==> src/rtl/clock_pkg.sv <==
// Shared BCD clock types, limits and helper functions for the time-of-day counter.
package clock_pkg;

  typedef logic [7:0] bcd2_t;

  localparam bcd2_t SEC_MAX    = 8'h59;
  localparam bcd2_t MIN_MAX    = 8'h59;
  localparam bcd2_t HOUR24_MAX = 8'h23;
  localparam bcd2_t HOUR12_MAX = 8'h12;
  localparam bcd2_t HOUR12_MIN = 8'h01;

  // Both nibbles must be decimal digits and the value must lie within [lo, hi].
  function automatic logic bcd2_valid(input bcd2_t x, input bcd2_t lo, input bcd2_t hi);
    return (x[7:4] <= 4'd9) && (x[3:0] <= 4'd9) && (x >= lo) && (x <= hi);
  endfunction

  function automatic bcd2_t bcd2_inc(input bcd2_t x);
    bcd2_t r;
    if (x[3:0] == 4'd9) r = {x[7:4] + 4'd1, 4'd0};
    else                r = {x[7:4], x[3:0] + 4'd1};
    return r;
  endfunction

endpackage

==> src/rtl/bcd2_counter.sv <==
// Two-digit BCD counter 00..MAX with load priority over count and a wrap carry.
module bcd2_counter
  import clock_pkg::*;
#(
  parameter bcd2_t MAX = 8'h59
) (
  input  logic  clk,
  input  logic  rst_n,
  input  logic  en,
  input  logic  load,
  input  bcd2_t load_val,
  output bcd2_t val,
  output logic  carry
);

  bcd2_t val_q, val_d;

  always_comb begin
    val_d = val_q;
    if (load)                val_d = load_val;
    else if (en) begin
      if (val_q == MAX)      val_d = '0;
      else                   val_d = bcd2_inc(val_q);
    end
  end

  always_ff @(posedge clk or negedge rst_n) begin
    if (!rst_n) val_q <= '0;
    else        val_q <= val_d;
  end

  assign val   = val_q;
  assign carry = en && !load && (val_q == MAX);

endmodule

==> src/rtl/time_counter.sv <==
// Time-of-day counter (hh:mm:ss, packed BCD) in 12- or 24-hour mode with load and roll pulses.
// Optional alarm compare enabled by defining TIME_COUNTER_ALARM_EN.
module time_counter
  import clock_pkg::*;
#(
  parameter int H24 = 1
) (
  input  logic  clk,
  input  logic  rst_n,
  input  logic  sec_tick,
  input  logic  hold,
  input  logic  set_valid,
  input  bcd2_t set_hour,
  input  bcd2_t set_min,
  input  bcd2_t set_sec,
  input  logic  set_pm,
`ifdef TIME_COUNTER_ALARM_EN
  input  bcd2_t alarm_hour,
  input  bcd2_t alarm_min,
  input  logic  alarm_arm,
  output logic  alarm,
`endif
  output bcd2_t hour,
  output bcd2_t min,
  output bcd2_t sec,
  output logic  pm,
  output logic  min_roll,
  output logic  hour_roll,
  output logic  day_roll,
  output logic  set_err
);

  localparam bcd2_t HOUR_RST = (H24 != 0) ? 8'h00 : HOUR12_MAX;

  logic [1:0] rst_sync_q;
  logic       run;
  logic       load_valid, load_ok, tick_ok;
  logic       sec_carry, min_carry;
  bcd2_t      sec_val, min_val;
  bcd2_t      hour_q, hour_d;
  logic       pm_q, pm_d;
  logic       min_roll_q, hour_roll_q, day_roll_q, set_err_q;
  logic       day_roll_d;

  // Counting resumes only once reset release has crossed two flops.
  always_ff @(posedge clk or negedge rst_n) begin
    if (!rst_n) rst_sync_q <= '0;
    else        rst_sync_q <= {rst_sync_q[0], 1'b1};
  end
  assign run = rst_sync_q[1];

  assign load_valid = bcd2_valid(set_sec, 8'h00, SEC_MAX)
                   && bcd2_valid(set_min, 8'h00, MIN_MAX)
                   && ((H24 != 0) ? bcd2_valid(set_hour, 8'h00, HOUR24_MAX)
                                  : bcd2_valid(set_hour, HOUR12_MIN, HOUR12_MAX));
  assign load_ok = set_valid && load_valid;
  assign tick_ok = sec_tick && !hold && !set_valid && run;

  bcd2_counter #(.MAX(SEC_MAX)) u_sec (
    .clk      (clk),
    .rst_n    (rst_n),
    .en       (tick_ok),
    .load     (load_ok),
    .load_val (set_sec),
    .val      (sec_val),
    .carry    (sec_carry)
  );

  bcd2_counter #(.MAX(MIN_MAX)) u_min (
    .clk      (clk),
    .rst_n    (rst_n),
    .en       (sec_carry),
    .load     (load_ok),
    .load_val (set_min),
    .val      (min_val),
    .carry    (min_carry)
  );

  always_comb begin
    hour_d     = hour_q;
    pm_d       = pm_q;
    day_roll_d = 1'b0;
    if (load_ok) begin
      hour_d = set_hour;
      pm_d   = (H24 != 0) ? 1'b0 : set_pm;
    end else if (min_carry) begin
      if (H24 != 0) begin
        if (hour_q == HOUR24_MAX) begin
          hour_d     = '0;
          day_roll_d = 1'b1;
        end else begin
          hour_d = bcd2_inc(hour_q);
        end
      end else begin
        // 12 -> 01 is a plain wrap; 11 -> 12 flips am/pm and ends the day when leaving pm.
        if (hour_q == HOUR12_MAX) begin
          hour_d = HOUR12_MIN;
        end else if (hour_q == 8'h11) begin
          hour_d     = HOUR12_MAX;
          pm_d       = !pm_q;
          day_roll_d = pm_q;
        end else begin
          hour_d = bcd2_inc(hour_q);
        end
      end
    end
  end

  always_ff @(posedge clk or negedge rst_n) begin
    if (!rst_n) begin
      hour_q      <= HOUR_RST;
      pm_q        <= 1'b0;
      min_roll_q  <= 1'b0;
      hour_roll_q <= 1'b0;
      day_roll_q  <= 1'b0;
      set_err_q   <= 1'b0;
    end else begin
      hour_q      <= hour_d;
      pm_q        <= pm_d;
      min_roll_q  <= sec_carry;
      hour_roll_q <= min_carry;
      day_roll_q  <= day_roll_d;
      set_err_q   <= set_valid && !load_valid;
    end
  end

`ifdef TIME_COUNTER_ALARM_EN
  bcd2_t min_nxt;
  logic  alarm_q, alarm_d;

  // Only a tick that lands on sec=00 can match; loads never set sec_carry.
  always_comb begin
    min_nxt = min_carry ? 8'h00 : bcd2_inc(min_val);
    alarm_d = sec_carry && alarm_arm && (hour_d == alarm_hour) && (min_nxt == alarm_min);
  end

  always_ff @(posedge clk or negedge rst_n) begin
    if (!rst_n) alarm_q <= 1'b0;
    else        alarm_q <= alarm_d;
  end
  assign alarm = alarm_q;
`endif

  assign hour      = hour_q;
  assign min       = min_val;
  assign sec       = sec_val;
  assign pm        = pm_q;
  assign min_roll  = min_roll_q;
  assign hour_roll = hour_roll_q;
  assign day_roll  = day_roll_q;
  assign set_err   = set_err_q;

endmodule

==> config.mk <==
export PLATFORM = sky130hd
export DESIGN_NAME = time_counter
export DESIGN_NICKNAME = d
export VERILOG_FILES = /design/src/rtl/clock_pkg.sv /design/src/rtl/bcd2_counter.sv /design/src/rtl/time_counter.sv
export SDC_FILE = /design/constraint.sdc
export NUM_CORES = 1
export LEC_CHECK = 0
export CAP_MARGIN = 30
export CORE_ASPECT_RATIO = 0.5
export CORE_MARGIN = 3
export CORE_UTILIZATION = 39
export DETAILED_ROUTE_END_ITERATION = 7
export PLACE_DENSITY_LB_ADDON = 0.15
export REMOVE_ABC_BUFFERS = 1
export SLEW_MARGIN = 20
export SYNTH_ARGS = -nofsm -noshare
export SYNTH_HDL_FRONTEND = slang
export SYNTH_SLANG_ARGS = --single-unit
==> constraint.sdc <==
create_clock -name clk -period 2.1 [get_ports clk]
set_input_delay 0.525 -clock clk [delete_from_list [all_inputs] [get_ports clk]]
set_output_delay 0.525 -clock clk [all_outputs]
set_load 0.05 [all_outputs]
# After elaboration in Yosys (flattened, before gate mapping)
# Cells that the tools add are included.
classes:
  add_sub_neg: 6
  magnitude_cmp: 12
  eq_ne: 6
  n_mux: 15
  reduce_logical: 33
ops:
  columns: ["cell", "count"]
  rows:
  - ["two-way mux 8 bit", 12]
  - ["adder 4 x 1 -> 4 bit (second input constant)", 6]
  - [">= comparator 8 x 1 -> 1 bit (second input constant)", 3]
  - ["less-or-equal comparator 4 bit (second input constant)", 6]
  - ["logical AND 1 bit", 20]
  - ["== test 8 x 7 -> 1 bit (second input constant)", 2]
  - ["less-or-equal comparator 8 x 7 -> 1 bit (second input constant)", 2]
  - ["== test 4 bit (second input constant)", 3]
  - ["nonzero test 3 bit", 3]
  - ["== test 8 x 6 -> 1 bit (second input constant)", 1]
  - ["less-or-equal comparator 8 x 6 -> 1 bit (second input constant)", 1]
  - ["AND reduction 2 bit", 3]
  - ["nonzero test 2 bit", 3]
  - ["zero test 1 bit", 4]
  - ["two-way mux 1 bit", 3]
totals:
  ff_bits: 30
  inputBits: 30
  word_cells: 83

# Longest topological paths before layout
# Gate-level depths: netlist of run 1.
logic_depth:
  word_depth: 14
  depth_mapped: 9
  depth_no_buf: 8

# By module
# Synthesis of run 1 repeated with hierarchy kept, for this count alone.
hier_totals:
  cells_unflattened: 202
  area_unflattened_um2: 1943.1
by_module_without_submodules:
  columns: ["mod", "n_inst", "cells_each", "area_per_inst_um2"]
  rows:
  - ["bcd2_counter", 2, 63, 575.6]
  - ["time_counter", 1, 76, 792.0]

# Worst setup path after synthesis of run 1
# OpenSTA, ideal clock, no wires.
synth_path:
  path_type: "reg2reg"
  from: "register u_min.val_q[0], in the netlist u_min.val[0]"
  to: "register hour_q[7], in the netlist hour[7]"
  arrival_ps: 2005
  slack_ps: 27
  path_stages_with_launch: 8
  path_buffers: 1
  period_less_slack_ps: 2073
  path_cell_list: "dfrtp_1 -> ha_1 -> and3b_1 -> buf_2 -> nand2_2 -> or4_4 -> o21ai_2 -> a22o_1"
synth_between:
  elab_chain_cells: 4
synth_lines:
  columns: ["element", "line_no", "rtl"]
  rows:
  - ["start, declared", "bcd2_counter.sv:16", "bcd2_t val_q, val_d;"]
  - ["start signal, assigned", "bcd2_counter.sv:29", "else val_q <= val_d;"]
  - ["== test 8 x 7 -> 1 bit", "bcd2_counter.sv:33", "assign carry = en && !load && (val_q == MAX);"]
  - ["logical AND 1 bit", "bcd2_counter.sv:33", null]
  - ["nonzero test 2 bit (no source line)", null, null]
  - ["AND reduction 2 bit (no source line)", null, null]
  - ["end signal, assigned", "time_counter.sv:118", "hour_q <= hour_d;"]
  - ["end, declared", "time_counter.sv:40", "bcd2_t hour_q, hour_d;"]
# Every way passes these cells.
# A chain may end at the register's enable or synchronous reset.

# Worst setup path in the final report of run 1
layout_path:
  from: "register u_sec.val_q[6], in the netlist u_sec.val[6]"
  to: "output port sec[6]"
layout_lines:
  columns: ["element", "line_no", "rtl"]
  rows:
  - ["start, declared", "bcd2_counter.sv:16", null]
  - ["start signal, assigned", "bcd2_counter.sv:29", null]
  - ["end, declared", "time_counter.sv:25", "output bcd2_t sec,"]
# No word-level cell between the ends.

==> results of run 1 <==
report_power, final:
part	switching, mW	leakage, nW	total (mW)	internal [mW]
registers	0.104	0.393	0.753	0.649
logic	0.448	0.821	0.729	0.280
clock network	0.225	0.0575	0.556	0.331
stage by stage:
stage / total power [mW] / setup TNS, ns / area, um2 / std cells
2_1_floorplan: 1.19 / -9.63 / 1830 / 200
4_1_cts: 2.05 / 0 / 2780 / 359
6_report: 2.04 / 0 / 2810 / 361
5_1_grt: 2.15 / 0 / 2810 / 361
3_5_place_dp: 1.49 / -5.94 / 2670 / 351
3_3_place_gp: 1.47 / -5.99 / 2670 / 351
sequential cells by signal (all words and copies together), names as in the netlist:
name	cells
u_min.val	8
rst_sync_q	2
hour	8
u_sec.val	8
set_err	1
day_roll	1
hour_roll	1
min_roll	1
placed cells by master, fill, tap and decap left out, types with 2 or more instances in the layout:
cell and count:
conb_1 2, and3b_1 3, nor2b_1 7, or3_1 4, a21oi_1 18, nor3_1 6
nand2_1 25, and3b_2 2, and3_1 3, buf_4 47, clkdlybuf4s50_1 39, nand3b_1 4
o21ai_2 2, inv_1 10, o21ai_0 21, nand3_1 9, ha_1 12, nand2b_1 2
nor2_1 6, dfrtp_1 30, a22o_1 3, nand4_1 2, clkbuf_8 8, mux2i_1 4
how the worst max path moves through the flow:
| stage | slack, ns | from | endpoint | depth (start not counted) |
|---|---|---|---|---|
| after floorplan | -0.61 | set_sec[7] | hour[6]$_DFFE_PN0P_ | 5 |
| after global placement | -0.33 | set_min[1] | hour[7]$_DFFE_PN0P_ | 8 |
| after detailed placement | -0.33 | set_min[1] | hour[6]$_DFFE_PN0P_ | 8 |
| after CTS | 0.04 | set_sec[7] | hour[6]$_DFFE_PN0P_ | 7 |
| after global routing | 0.004 | set_hour[6] | u_sec.val[6]$_DFFE_PN0P_ | 7 |
| final | 0.06 | u_sec.val[6]$_DFFE_PN0P_ | sec[6] | 1 |
metal layers:
metal	up-vias	global-route usage [%]
met3	2	4.87
met2	28	29.7
met5	-	0
li1	913	-
met4	0	2.65
met1	852	22.9
Yosys cell counts, types with 2 or more instances:
master / n / area (um2)
nand4_1: 2 / 12.5
nand3_1: 9 / 45.0
nor2b_1: 7 / 43.8
a22o_1: 3 / 26.3
dfrtp_1: 30 / 751
ha_1: 12 / 150
buf_4: 4 / 30.0
a21oi_1: 18 / 90.1
or3_1: 4 / 25.0
nand3b_1: 4 / 30.0
inv_1: 10 / 37.5
o21ai_0: 22 / 110
buf_2: 4 / 20.0
nand2b_1: 2 / 12.5
nor3_1: 6 / 30.0
conb_1: 2 / 7.51
and3b_1: 4 / 35.0
nor4_1: 2 / 12.5
nand2_1: 25 / 93.8
and3_1: 3 / 18.8
nor2_1: 7 / 26.3
mux2i_1: 4 / 40.0
timing repair:
item,4_1_cts,5_1_grt
pin swaps,0,4
setup endpoints to repair,3,6
buffers inserted,0,2
gates resized for setup,1,5
logic make-up (layout without fill, tap and decap cells):
group           Yosys count  after routing  share of synthesized area, %
compound gates           54             54                          16.9
fa+ha+maj                12             12                          7.98
other cells               2              2                         0.399
buf+inv                  19            105                          4.85
flops                    30             30                          39.9
simple gates             87             87                          27.3
mux                       5              5                          2.73
cell type report:
class | count | share of cell area (%)
Sequential cell | 30 | 26.7
Inverter | 10 | 1.34
Tap cell | 66 | 2.94
Multi-Input combinational cell | 160 | 37.9
Timing Repair Buffer | 87 | 27.2
Clock buffer | 8 | 3.92
==> run metrics, run 1 <==
Fin Clk Skew 0.00557 ns; RSZ-0062 raised after global routing no; Hold Path Sink rst_sync_q[1]$_DFF_PN0_; Final ANT Viol Nets 0; Core Util, Final 62.0%; Via Count 1795; Setup crit end kind output pin; crit path max fanout 6; cells on worst reg2reg path 8; Clk pin slew, worst setup/hold paths 0.07 ns; Yosys reg bits 30; FF/Latch Area 751 um2; worst r2r dst u_min.val[4]$_DFFE_PN0P_; I/O pin total 59; Initial Util 41.5%; Data required, critical path 1.57 ns; syn avg cell area 9.00 um2; Area Overhead vs Synth 49.3%; mapped cell area 0.00188 mm2; CP startpoint kind register; All-Layer GR Usage 17.3%; distinct cell type count after synthesis 47; Max transition margin 66.4%; Hold WS 0.355 ns; DR pass1 iterations 4; Slew @ Worst Pin 0.502 ns; Multi-input gate area 0.00107 mm2; top cell family by delay on the critical path buffers and inverters; drt via density 4.97; Buffers on Ports 56; fill cell count 398; DIE HEIGHT 55.1 um; RR Startpoint u_sec.val[1]$_DFFE_PN0P_; CP arrival 1.51 ns; Worst path max stage delay 0.83 ns; Critical-path top delay cell clkdlybuf4s50_1; worst path cell trace clkdlybuf4s50_1; Met1 Wirelength 2430 um; Buf+Inv Stages, Crit Path 1; Ys Warns 0; largest net degree at the start of global routing 31; Post-synth EDFFs 0; RePlAce Congestion 0.836; power density over the cells 725 mW/mm2; starting DRC count in detailed routing 47; drc violations 0; Max-Cap Viols 0; Hold Path Origin rst_sync_q[0]$_DFF_PN0_; hold_buf cts 0; sequential share of the synthesized area 39.9%; core area 0.00453 mm2; cell count after synthesis 209; CTS Sinks 30; reg2reg setup slack 0.18 ns; Final Cycle Share 97.1%; Tmin final 2.04 ns; Main synth FF type dfrtp_1; Ant. Diodes 0; leakage power 1.27 nW; Hold Crit Depth 0; Final Setup Violations 0; status completed; metal3 WL 152 um; total die area 0.00575 mm2; worst skew pair latency 0.28 ns; wire per inst 13.4 um; Die X-Extent 104 um; row count 17; Hold Fails Final Rpt 0; gr ovfl total 0; Root Driver clkbuf_8; post-placement setup slack -0.330 ns; fin worst setup slack 0.0607 ns; Synth async-reset ratio 100%; CTS tree yes; HPWL after DPL 3660 um; cts bufs inserted 5; maximum VDD drop 0.000319 V; met2 WL 2220 um; Max Used Layer met4; vias in the first global route 1666; WS Path Type register to output pin; Max clock buf depth 2; Fmax 490 MHz; Hold Crit Class register to register; first-pass GRT wire length 7820 um; final wirelength 4830 um; H-tree depth 2; initial antenna violation count 0; Pins Over Slew Limit 0; fraction of layout cells with a size suffix above 1 24.1%; fin nets 336
Note: power is estimated with default switching activity, not from simulation.
==> inputs of run 2 (changes only) <==
Settings changed: SLEW_MARGIN 20 to unset.
==> results of run 2 <==
No change in the layout: final DEF, timing and power equal those of run 1.
==> inputs of run 3 (changes only) <==
Settings changed: CAP_MARGIN 30 to 15.
==> results of run 3 <==
No change in the layout: final DEF, timing and power equal those of run 1.
